**src/rtl/uart_pkg.sv**
```systemverilog
// Shared UART definitions: auto-baud FSM states and the oversampling constants
// that fix the divisor arithmetic.
package uart_pkg;

  typedef enum logic [2:0] {
    IDLE       = 3'd0,
    ARM        = 3'd1,
    WAIT_START = 3'd2,
    MEASURE    = 3'd3,
    CALC       = 3'd4
  } autobaud_state_t;

  localparam int OVS_LOG2       = 4;
  localparam int SYNC_BITS_LOG2 = 3;
  localparam logic [7:0] SYNC_CHAR = 8'h55;

endpackage

```
**src/rtl/rx_sync_edge.sv**
```systemverilog
// Two-flop synchronizer for the raw rx pin plus a one-flop edge detector.
// Flops reset to the idle (high) line level so no edge is reported out of reset.
module rx_sync_edge (
  input  logic clk,
  input  logic reset,
  input  logic rx,
  output logic rx_s,
  output logic fall,
  output logic rise
);

  logic meta_r;
  logic sync_r;
  logic prev_r;

  // synchronizer chain and previous-sample register
  always_ff @(posedge clk) begin
    if (reset) begin
      meta_r <= 1'b1;
      sync_r <= 1'b1;
      prev_r <= 1'b1;
    end else begin
      meta_r <= rx;
      sync_r <= meta_r;
      prev_r <= sync_r;
    end
  end

  assign rx_s = sync_r;
  assign fall = prev_r & ~sync_r;
  assign rise = ~prev_r & sync_r;

endmodule

```
**src/rtl/uart_autobaud.sv**
```systemverilog
// Measures the eight bit times of a received 0x55 sync character and derives the
// 16x-oversampling divisor for the baud generator.
module uart_autobaud
  import uart_pkg::*;
#(
  parameter int DVSR_W   = 11,
  parameter int CNT_W    = DVSR_W + 7,
  parameter int IDLE_CYC = 16,
  parameter int DVSR_RST = 650
) (
  input  logic              clk,
  input  logic              reset,
  input  logic              rx,
  input  logic              start,
  output logic [DVSR_W-1:0] dvsr,
  output logic              busy,
  output logic              done_tick,
  output logic              err_tick
);

  localparam int SHIFT  = OVS_LOG2 + SYNC_BITS_LOG2;
  localparam int ROUND  = 1 << (SHIFT - 1);
  localparam int IDLE_W = $clog2(IDLE_CYC + 1);
  localparam logic [DVSR_W-1:0] DVSR_INIT = DVSR_W'(DVSR_RST);
  localparam logic [CNT_W-1:0]  CNT_MAX   = '1;

  autobaud_state_t    state_r, state_s;
  logic [IDLE_W-1:0]  idle_r;
  logic [CNT_W-1:0]   cnt_r;
  logic [CNT_W-1:0]   cnt_inc_s;
  logic [3:0]         edges_r;
  logic [CNT_W:0]     q_s;
  logic               q_ok_s;
  logic [DVSR_W-1:0]  dvsr_r;
  logic               busy_r, done_r, err_r;
  logic               done_s, err_s;
  logic               rx_s, fall, rise, edge_s, eighth_s, ovf_s;

  rx_sync_edge u_sync (
    .clk   (clk),
    .reset (reset),
    .rx    (rx),
    .rx_s  (rx_s),
    .fall  (fall),
    .rise  (rise)
  );

  // cnt_inc_s is the count including the current cycle, so at the 8th edge it
  // equals exactly eight bit periods; the divisor is evaluated from it directly
  // so the result and its tick are registered on entry to CALC.
  assign edge_s    = fall | rise;
  assign cnt_inc_s = cnt_r + CNT_W'(1);
  assign eighth_s  = (state_r == MEASURE) && edge_s && (edges_r == 4'd7);
  assign ovf_s     = (state_r == MEASURE) && !eighth_s && (cnt_inc_s == CNT_MAX);
  assign q_s       = ({1'b0, cnt_inc_s} + (CNT_W+1)'(ROUND)) >> SHIFT;
  assign q_ok_s    = (q_s >= (CNT_W+1)'(2)) && (q_s <= (CNT_W+1)'(2**DVSR_W));

  // next-state and tick decode
  always_comb begin
    state_s = state_r;
    done_s  = 1'b0;
    err_s   = 1'b0;
    case (state_r)
      IDLE: begin
        if (start) state_s = ARM;
        else       state_s = IDLE;
      end
      ARM: begin
        if (rx_s && (idle_r == IDLE_W'(IDLE_CYC - 1))) state_s = WAIT_START;
        else                                           state_s = ARM;
      end
      WAIT_START: begin
        if (fall) state_s = MEASURE;
        else      state_s = WAIT_START;
      end
      MEASURE: begin
        if (eighth_s) begin
          state_s = CALC;
          done_s  = q_ok_s;
          err_s   = !q_ok_s;
        end else if (ovf_s) begin
          state_s = IDLE;
          err_s   = 1'b1;
        end else begin
          state_s = MEASURE;
        end
      end
      CALC:    state_s = IDLE;
      default: state_s = IDLE;
    endcase
  end

  // state, counters and registered outputs
  always_ff @(posedge clk) begin
    if (reset) begin
      state_r <= IDLE;
      idle_r  <= '0;
      cnt_r   <= '0;
      edges_r <= 4'd0;
      dvsr_r  <= DVSR_INIT;
      busy_r  <= 1'b0;
      done_r  <= 1'b0;
      err_r   <= 1'b0;
    end else begin
      state_r <= state_s;
      busy_r  <= (state_s != IDLE);
      done_r  <= done_s;
      err_r   <= err_s;
      if (done_s) dvsr_r <= DVSR_W'(q_s - (CNT_W+1)'(1));
      if (state_r == ARM && rx_s) idle_r <= idle_r + IDLE_W'(1);
      else                        idle_r <= '0;
      if (state_r == WAIT_START) begin
        cnt_r   <= '0;
        edges_r <= 4'd0;
      end else if (state_r == MEASURE) begin
        cnt_r   <= cnt_inc_s;
        edges_r <= edges_r + {3'b000, edge_s};
      end
    end
  end

  assign dvsr      = dvsr_r;
  assign busy      = busy_r;
  assign done_tick = done_r;
  assign err_tick  = err_r;

endmodule
```
**config.mk**
```make
export PLATFORM = sky130hd
export DESIGN_NAME = uart_autobaud
export DESIGN_NICKNAME = d
export VERILOG_FILES = /design/src/rtl/uart_pkg.sv /design/src/rtl/rx_sync_edge.sv /design/src/rtl/uart_autobaud.sv
export SDC_FILE = /design/constraint.sdc
export NUM_CORES = 1
export LEC_CHECK = 0
export ABC_AREA = 1
export BUFFER_PORTS_ARGS = -buffer_cell sky130_fd_sc_hd__buf_2
export CAP_MARGIN = 20
export CORE_MARGIN = 5
export CORE_UTILIZATION = 40
export DETAILED_ROUTE_END_ITERATION = 6
export GPL_ROUTABILITY_DRIVEN = 0
export SYNTH_ARGS = -nofsm -noshare
export SYNTH_HDL_FRONTEND = slang
export SYNTH_SLANG_ARGS = --single-unit
```
**constraint.sdc**
```tcl
create_clock -name clk -period 3.42 [get_ports clk]
set_clock_uncertainty 0.2 [all_clocks]
set_input_delay 0.171 -clock clk [delete_from_list [all_inputs] [get_ports clk]]
set_output_delay 0.171 -clock clk [all_outputs]
set_load 0.02 [all_outputs]
```
== Word level (Yosys, flattened, before mapping) ==
Cells that the tools add are included.
Word-level totals
  flip-flop bits (word level): 47
  bits in latches: 0
  bits in writable memories: 0
  memory bits (read-only): 0
  bits of input ports: 4
  output and inout bits: 14
  word-level logic and storage cells: 55
  memories kept: 0
Cells by class
  add/sub/neg operators: 5
  multipliers: 0
  div/mod/pow operators: 0
  $lt $le $gt $ge: 2
  eq/ne operators: 6
  shift-type cells: 0
  muxes and demuxes: 10
  bitwise logic cells: 7
  reductions and logical operators: 14
Operator list (number)
  18-bit by 7-bit adder with 19-bit output, second input constant: 1
  18-bit by 1-bit adder with 18-bit output, second input constant: 1
  18-bit equality test, second input constant: 1
  12-bit by 2-bit greater-or-equal comparator with 1-bit output, second input constant: 1
  12-bit <= comparator, second input constant: 1
  3-bit one-hot mux with 4 select lines: 1
  11-bit by 1-bit subtractor with 11-bit output, second input constant: 1
  1-bit logical AND: 7
  3-bit by 2-bit equality test with 1-bit output, second input constant: 2
  1-bit 2-to-1 mux: 6
  2-bit OR reduction: 3
  5-bit by 1-bit adder with 5-bit output, second input constant: 1
  5-bit by 4-bit equality test with 1-bit output, second input constant: 1
  4-bit by 1-bit adder with 4-bit output: 1
  4-bit by 3-bit equality test with 1-bit output, second input constant: 1
  2-bit 2-to-1 mux: 2
  1-bit NOT: 4
  3-bit by 1-bit equality test with 1-bit output, second input constant: 1
  3-bit logical NOT: 1
  3-bit 2-to-1 mux: 1
  3-bit nonzero test: 1
  1-bit AND: 2
  1-bit logical NOT: 2
  1-bit bitwise OR: 1

== Longest topological paths before layout ==
Gate-level depths: netlist (run 1).
  depth after elaboration: 12
  mapped depth: 20
  depth with buffers taken out: 20

== Cells and area by module ==
Synthesis (run 1) repeated with hierarchy kept, for this count alone.
Unflattened totals
  cell total of the unflattened synthesis: 519
  area, all modules: 3249.4 µm²
By module, submodules not included
  uart_autobaud: instances 1, cells an instance 506, area an instance 3151.8 µm², seq. area each 880.8 µm²
  rx_sync_edge: instances 1, cells an instance 13, area an instance 97.6 µm², seq. area each 60.1 µm²

== Least setup slack after synthesis (run 1) ==
Ideal clock, no wire load.
  kind: flip-flop to flip-flop
  start: register cnt_r[0]
  end: register dvsr_r[1], in the netlist dvsr[1]
  library setup time: 134 ps
  arrival time: 2481 ps
  data required time: 3086 ps
  slack: 606 ps
  cell stages (with the launch flop): 21
  path buffers: 1
  clock period less this slack: 2814 ps
  cells stage by stage: dfxtp_1 -> ha_1 -> nand3_1 -> nor2_1 -> nand2_1 -> nand2_1 -> ha_1 -> nand3_2 -> nor2_8 -> nand3_4 -> nor2_4 -> nand2_2 -> nand2_4 -> inv_2 -> nor2_2 -> nand2_1 -> nand2_2 -> nand3_4 -> buf_6 -> nand2_1 -> nand3_1
On the way
  word-level cells in the longest chain between the ends: 6
  elaborated cells on any way between the ends: 8
  those cells by class: add/sub: 3; order compare: 2; mux: 2; reduce/logical: 1
RTL lines
  start: declaration: line uart_autobaud.sv:29  | logic [CNT_W-1:0] cnt_r;
  start signal: assignment: line uart_autobaud.sv:116  | cnt_r <= cnt_inc_s;
  18-bit by 1-bit adder with 18-bit output (*): line uart_autobaud.sv:52  | assign cnt_inc_s = cnt_r + CNT_W'(1);
  via cnt_inc_s[6]: line uart_autobaud.sv:30  | logic [CNT_W-1:0] cnt_inc_s;
  18-bit by 7-bit adder with 19-bit output (*): line uart_autobaud.sv:55  | assign q_s = ({1'b0, cnt_inc_s} + (CNT_W+1)'(ROUND)) >> SHIFT;
  12-bit by 2-bit greater-or-equal comparator with 1-bit output / 12-bit <= comparator (equally long branches): line uart_autobaud.sv:56  | assign q_ok_s = (q_s >= (CNT_W+1)'(2)) && (q_s <= (CNT_W+1)'(2**DVSR_W));
  1-bit logical AND: line uart_autobaud.sv:56
  1-bit 2-to-1 mux: line uart_autobaud.sv:77  | if (eighth_s) begin
  1-bit 2-to-1 mux: line uart_autobaud.sv:63  | case (state_r)
  end signal: assignment: line uart_autobaud.sv:109  | if (done_s) dvsr_r <= DVSR_W'(q_s - (CNT_W+1)'(1));
  end: declaration: line uart_autobaud.sv:34  | logic [DVSR_W-1:0] dvsr_r;
Mark *: on every way through the listed nets, which the timed path passes. The rest lies on a longest branch.
A chain may end at the register's enable or synchronous reset.

== Worst setup path in the final report (run 1) ==
  start: register cnt_r[0]
  end: register dvsr_r[2], in the netlist dvsr[2]
The elaborated chain is that of the path after synthesis.

==> results of run 1 <==
==> timing repair <==
action | in CTS | in global routing
setup buffers | 0 | 3
hold buffers | 3 | 0
hold endpoints to repair | 7 | 0
setup endpoints to repair | 0 | 12
gates resized for setup | 0 | 2
==> layer usage <==
metal | GRT usage (%) | share of wire (%) | wire length, um
met5 | 0 | 0 | 0
met4 | 3.02 | 0.70 | 51
met3 | 2.88 | 3.7 | 270
met2 | 26.4 | 44 | 3220
met1 | 21.6 | 51 | 3700
==> path summary, 6_finish.rpt <==
path             start         end  cells after the start
max           cnt_r[0]     dvsr[2]                     20
min reg2reg  idle_r[0]   idle_r[0]                      1
max reg2reg   cnt_r[0]     dvsr[2]                     20
min              start  state_r[0]                      6
==> synth_stat cells, types with 2 or more instances <==
cell        n
nand2_4     2
nand3_2     2
nand4_1    16
or2_2       3
nand3_1    38
nor2_4      7
nand2_2     5
nand3_4     2
inv_1      63
inv_2       6
clkbuf_1    5
a21oi_1    20
nor2_1     59
nor2_2      6
dfxtp_1    47
o21ai_0    25
xor2_1      7
nand2_1   131
ha_1       10
nor3_1      3
xnor2_1     3
==> worst min-delay path: cells and delay by family <==
| kind | cells | cell delay, ns |
|---|---|---|
| compound gates | 1 | 0.15 |
| buf+inv | 1 | 0.08 |
| simple gates | 4 | 0.28 |
==> final cells by class <==
class,count,area (um^2)
Timing Repair Buffer,25,165
Clock buffer,5,68.8
Tap cell,99,124
Sequential cell,47,942
Inverter,70,263
Fill cell,792,3890
Multi-Input combinational cell,349,1790
Clock inverter,3,46.3
==> registers in the layout, summed over array words and instances, names as in the netlist <==
register,cells
cnt_r,18
dvsr,11
idle_r,5
edges_r,4
state_r,3
busy,1
done_tick,1
err_tick,1
u_sync.meta_r,1
u_sync.prev_r,1
u_sync.rx_s,1
==> logic make-up (layout without fill, tap and decap cells) <==
kind of cell / after synthesis / after routing / synth area share [%]
AO/OA/AOI/OAI: 51 / 51 / 8.95
adder cells (fa/ha/maj): 10 / 10 / 4.14
XOR/XNOR: 10 / 10 / 2.90
AND/OR/NAND/NOR: 278 / 278 / 43.1
flip-flops: 47 / 47 / 31.2
buffers and inverters: 76 / 103 / 9.70
==> stage by stage <==
stage	util, %	setup slack [ns]	std cells	cell area [um^2]	power [mW]
final	46.6	0.261	598	3400	1.01
after global routing	46.6	0.0186	598	3400	1.05
after global placement	44.1	0.230	584	3210	0.589
after CTS	46.1	0.133	595	3360	1.02
after detailed placement	44.1	0.149	584	3210	0.589
after floorplan	-	0.606	472	3020	0.581
==> power by group through the flow <==
stage	Combinational [mW]	Clock [mW]	Sequential [mW]
final	0.0258	0.428	0.553
after global routing	0.0299	0.471	0.554
after CTS	0.0264	0.444	0.553
after detailed placement	0.0236	0	0.566
after global placement	0.0235	0	0.566
after floorplan	0.0147	0	0.566
==> flow_summary.toml, run 1 <==
[timing]
period_needed_ns = 3.16
setup-tns-final_ns = 0
slew_viol_final = 0
hold_ws_ns = 0.205
period_share_pct = 92.4
hold_viol = 0
setup_viol = 0
max_slew_margin_pct = 64.1
tightest_slew_ns = 0.534
rsz0062_at_grt = "no"
max_freq_mhz = 317

[yosys]
yosysWarnings = 0
syn_nets = 486
ys_ff_latch = 47
ys_types = 33
synth_top_area_cell = "dfxtp_1"
synthCells = 472
synth_edf_count = 0
yosys.area.top_type_share_pct = 31.2
synthFlopType = "dfxtp_1"
synth_area_leaders = "dfxtp_1 31%, nand2_1 16%, inv_1 7.8%, nor2_1 7.3%, nand3_1 6.3%"
ys_seq_area_share_pct = 31.2
avgSynthCellArea_um2 = 6.40
synth_area_um2 = 3020
postSynth.asyncResetShare_pct = 0

[route]
via_per_inst = 4.84
first_pass_iters = 5
drt-total-wl_um = 7250
num_vias = 2892
wl_per_cell_um = 12.1
drtAntennaViolNets = 0
drt-initial-drc-count = 154
drc = 0

[worst_setup_path]
reg2reg_slack_ns = 0.26
critical_path.cell_chain = "ha_1 > nand3_1 > nor2_2 > nand2_1 > nand2_1 > ha_1 > nand3_2 > nor2_8 > nand3_4 > nor2_4 > nand2_2 > nand2_4 > inv_2 > nor2_2 > nand2_1 > nand2_2 > nand3_4 > buf_12 > nor2_1 > nor2_1"
cp.required_ns = 3.42
worst-path-buf-inv = 2
cp_common_cell = "nand2_1"
critPathCaptureType = "flip-flop"
worst_setup_path_start_kind = "flip-flop"
crit_type = "reg -> reg"
slowest_delay_ns = 0.41
critPathSlowestCell = "dfxtp_1"
path_delay_family = "simple AND/OR/NAND/NOR gates"
crit_fanout = 13
cp.arrival_ns = 3.16

[clock_network]
cts_buffers = 5
h-tree-depth = 2
clockBufferDepth = 2
cts_tree = "built"
clock_sink_count = 47
clock_tree.root_cell = "clkbuf_8"
path_clk_slew_ns = 0.09
clk_latency_ns = 0.31

[floorplanning]
io_pins = 18
initial_utilization_pct = 41.4
rows = 31
dieArea_um2 = 9390
core_region_area_um2 = 7290
die_y_um = 96.9
die_x_um = 96.9

[power]
clockPowerShare_pct = 42.5
peakVddDrop_mv = 0.191
power.switching_mw = 0.226
p_per_area_nw_per_um2 = 296
p_sw_share_pct = 22.4
power_frac_comb_pct = 2.6
internal-power_mw = 0.781
cellLeakagePower_nw = 1.63
seqPwrFrac_pct = 54.9

[global_route]
first_global_vias = 2650
grt_max_degree = 20
grtUsageTotal_pct = 15.9
overflow = 0
grt_first_pass_wirelength_um = 12600
antenna_found_initial = 0

[placed_design]
dp_hpwl_um = 5560
io_buffers = 17

[cells_and_area]
final_cell_mix = "131 x nand2_1, 63 x inv_1, 58 x nor2_1"
num-nets-final = 512
drive_gt1_share_pct = 13.4
diodes = 0
syn_to_final_growth_pct = 12.5
final_common_cell = "nand2_1"

[outcome]
status = "complete, no violations"

[worst_hold_path]
hp-class = "in -> reg"

[flow_run]
max-cap-violations = 0
No activity file was read; power rests on OpenSTA's default activity.
==> run 2: changes to the inputs <==
--- a/config.mk
+++ b/config.mk
@@ -8,6 +8,7 @@
 export ABC_AREA = 1
 export BUFFER_PORTS_ARGS = -buffer_cell sky130_fd_sc_hd__buf_2
 export CAP_MARGIN = 20
+export CORE_ASPECT_RATIO = 1.1
 export CORE_MARGIN = 5
 export CORE_UTILIZATION = 40
 export DETAILED_ROUTE_END_ITERATION = 6
==> run 2 against run 1 <==
Against the previous run: combinational power about the same; critical path depth unchanged; sequential share of layout area about the same; clock power increased by 16%; total power increased by 6.8%; die area about the same; worst setup slack got worse by 0.013 ns; sequential power about the same; cell area increased by 0.41%; critical endpoint is now dvsr[0].
==> flow_summary.toml, run 2 (synthesized netlist as in run 1, its figures left out) <==
[worst_setup_path]
critPathCaptureType = "flip-flop"
worst_setup_path_start_kind = "flip-flop"
reg2reg_slack_ns = 0.25
reg2regPathDepth = 20
cp.required_ns = 3.42
rr_startpoint = "cnt_r[1]"
reg2reg_to = "dvsr[0]"
crit_type = "reg -> reg"
crit_fanout = 12
startpoint = "cnt_r[1]"
cp.arrival_ns = 3.17

[timing]
setup_viol = 0
hold_ws_ns = 0.216
max_freq_mhz = 315
period_needed_ns = 3.17
hold_viol = 0
slew_viol_final = 0
setup-tns-final_ns = 0
period_share_pct = 92.8
rsz0062_at_grt = "no"
max_slew_margin_pct = 61.9
tightest_slew_ns = 0.570

[cells_and_area]
final_cell_mix = "131 x nand2_1, 63 x inv_1, 58 x nor2_1"
post-route-cell-area_um2 = 3410
syn_to_final_growth_pct = 13.0
num-nets-final = 514
fillers = 745
final_util_pct = 46.1
drive_gt1_share_pct = 14.4
diodes = 0
largest_reg_flops = 18
top_register = "cnt_r"
final_common_cell = "nand2_1"

[floorplanning]
dieArea_um2 = 9390
core_region_area_um2 = 7390
initial_utilization_pct = 40.8
rows = 33
die_y_um = 101
die_x_um = 92.8
io_pins = 18

[clock_network]
clock_tree.root_cell = "clkbuf_8"
cts_tree = "built"
cts_buffers = 5
path_clk_slew_ns = 0.09
clk_latency_ns = 0.30
h-tree-depth = 2
clock_sink_count = 47
clockBufferDepth = 2

[global_route]
overflow = 0
first_global_vias = 2548
grtUsageTotal_pct = 15.9
grt_max_degree = 20
antenna_found_initial = 0
grt_first_pass_wirelength_um = 12200

[placed_design]
placed_cell_area_um2 = 3200
io_buffers = 17
dp_hpwl_um = 5470

[worst_hold_path]
hold_path_depth = 6
min_to = "state_r[0]"
hp-start = "start"
hp-class = "in -> reg"

[route]
wl_per_cell_um = 12.2
drt-total-wl_um = 7180
drt-initial-drc-count = 129
via_per_inst = 4.96
num_vias = 2917
first_pass_iters = 5
drtAntennaViolNets = 0
drc = 0

[power]
peakVddDrop_mv = 0.155
p_per_area_nw_per_um2 = 315
cellLeakagePower_nw = 1.64

[flow_run]
max-cap-violations = 0

[outcome]
status = "complete, no violations"
## run 2: cell types whose count changed in the layout (fill, tap and decap cells not counted)
cell,delta
buf_12,-1
buf_4,+3
bufinv_16,+1
dfxtp_1,-2
dfxtp_2,+2
ha_1,-1
ha_2,+1
inv_6,-1
## run 2: layer usage
metal  wire length, um  vias to the layer above  GRT usage [%]
met3               251                        6           2.24
met2              3280                       57           26.3
met1              3560                     1297           21.9
li1                  -                     1557              -
met5                 0                        -              0
met4                92                        0           4.17
## run 2: worst max-delay path by stage
stage	to	depth (start not counted)
final	dvsr[0]	20
after global routing	dvsr[4]	21
after CTS	dvsr[3]	19
after detailed placement	dvsr[3]	19
after global placement	dvsr[3]	19
after floorplan	dvsr[1]	20
## run 2: cell type report
cell class	count	area, um^2	share of cell area (%)
sequential	47	945	27.7
inverter	70	263	7.70
multi-input combinational	349	1790	52.5
clock inverter	3	67.6	1.98
clock buffer	5	68.8	2.02
timing repair buffer	27	168	4.92
tap	87	109	3.19
## run 2: metrics by stage
stage / setup WS (ns) / total power [mW] / instances
after CTS: 0.126 / 1.08 / 583
after global routing: 0.00599 / 1.11 / 588
final: 0.248 / 1.07 / 588
after floorplan: 0.606 / 0.581 / 472
after detailed placement: 0.143 / 0.589 / 572
after global placement: 0.223 / 0.589 / 572
## run 2: timing repair
item                                    4_1_cts  5_1_grt
hold endpoints to repair                      7        0
endpoints found under the setup margin        0       12
resized for setup                             0        5
hold buffers                                  3        0
setup buffers                                 0        5
## run 2: where the power goes
part	switching (mW)	internal [mW]
Combinational	0.0166	0.00938
Sequential	0.00206	0.551
Clock	0.204	0.292
Total	0.223	0.852
## run 2: worst max-delay path: stages (launching register included)
cell     delay (ns)
dfxtp_1        0.40
ha_2           0.23
nand3_1        0.16
nor2_2         0.17
nand2_1        0.06
nand2_1        0.12
ha_1           0.19
nand3_2        0.14
nor2_8         0.21
nand3_4        0.12
nor2_4         0.11
nand2_2        0.07
nand2_4        0.10
inv_2          0.04
nor2_2         0.09
nand2_1        0.07
nand2_2        0.09
nand3_4        0.14
buf_4          0.19
nor2_1         0.11
nor2_1         0.06
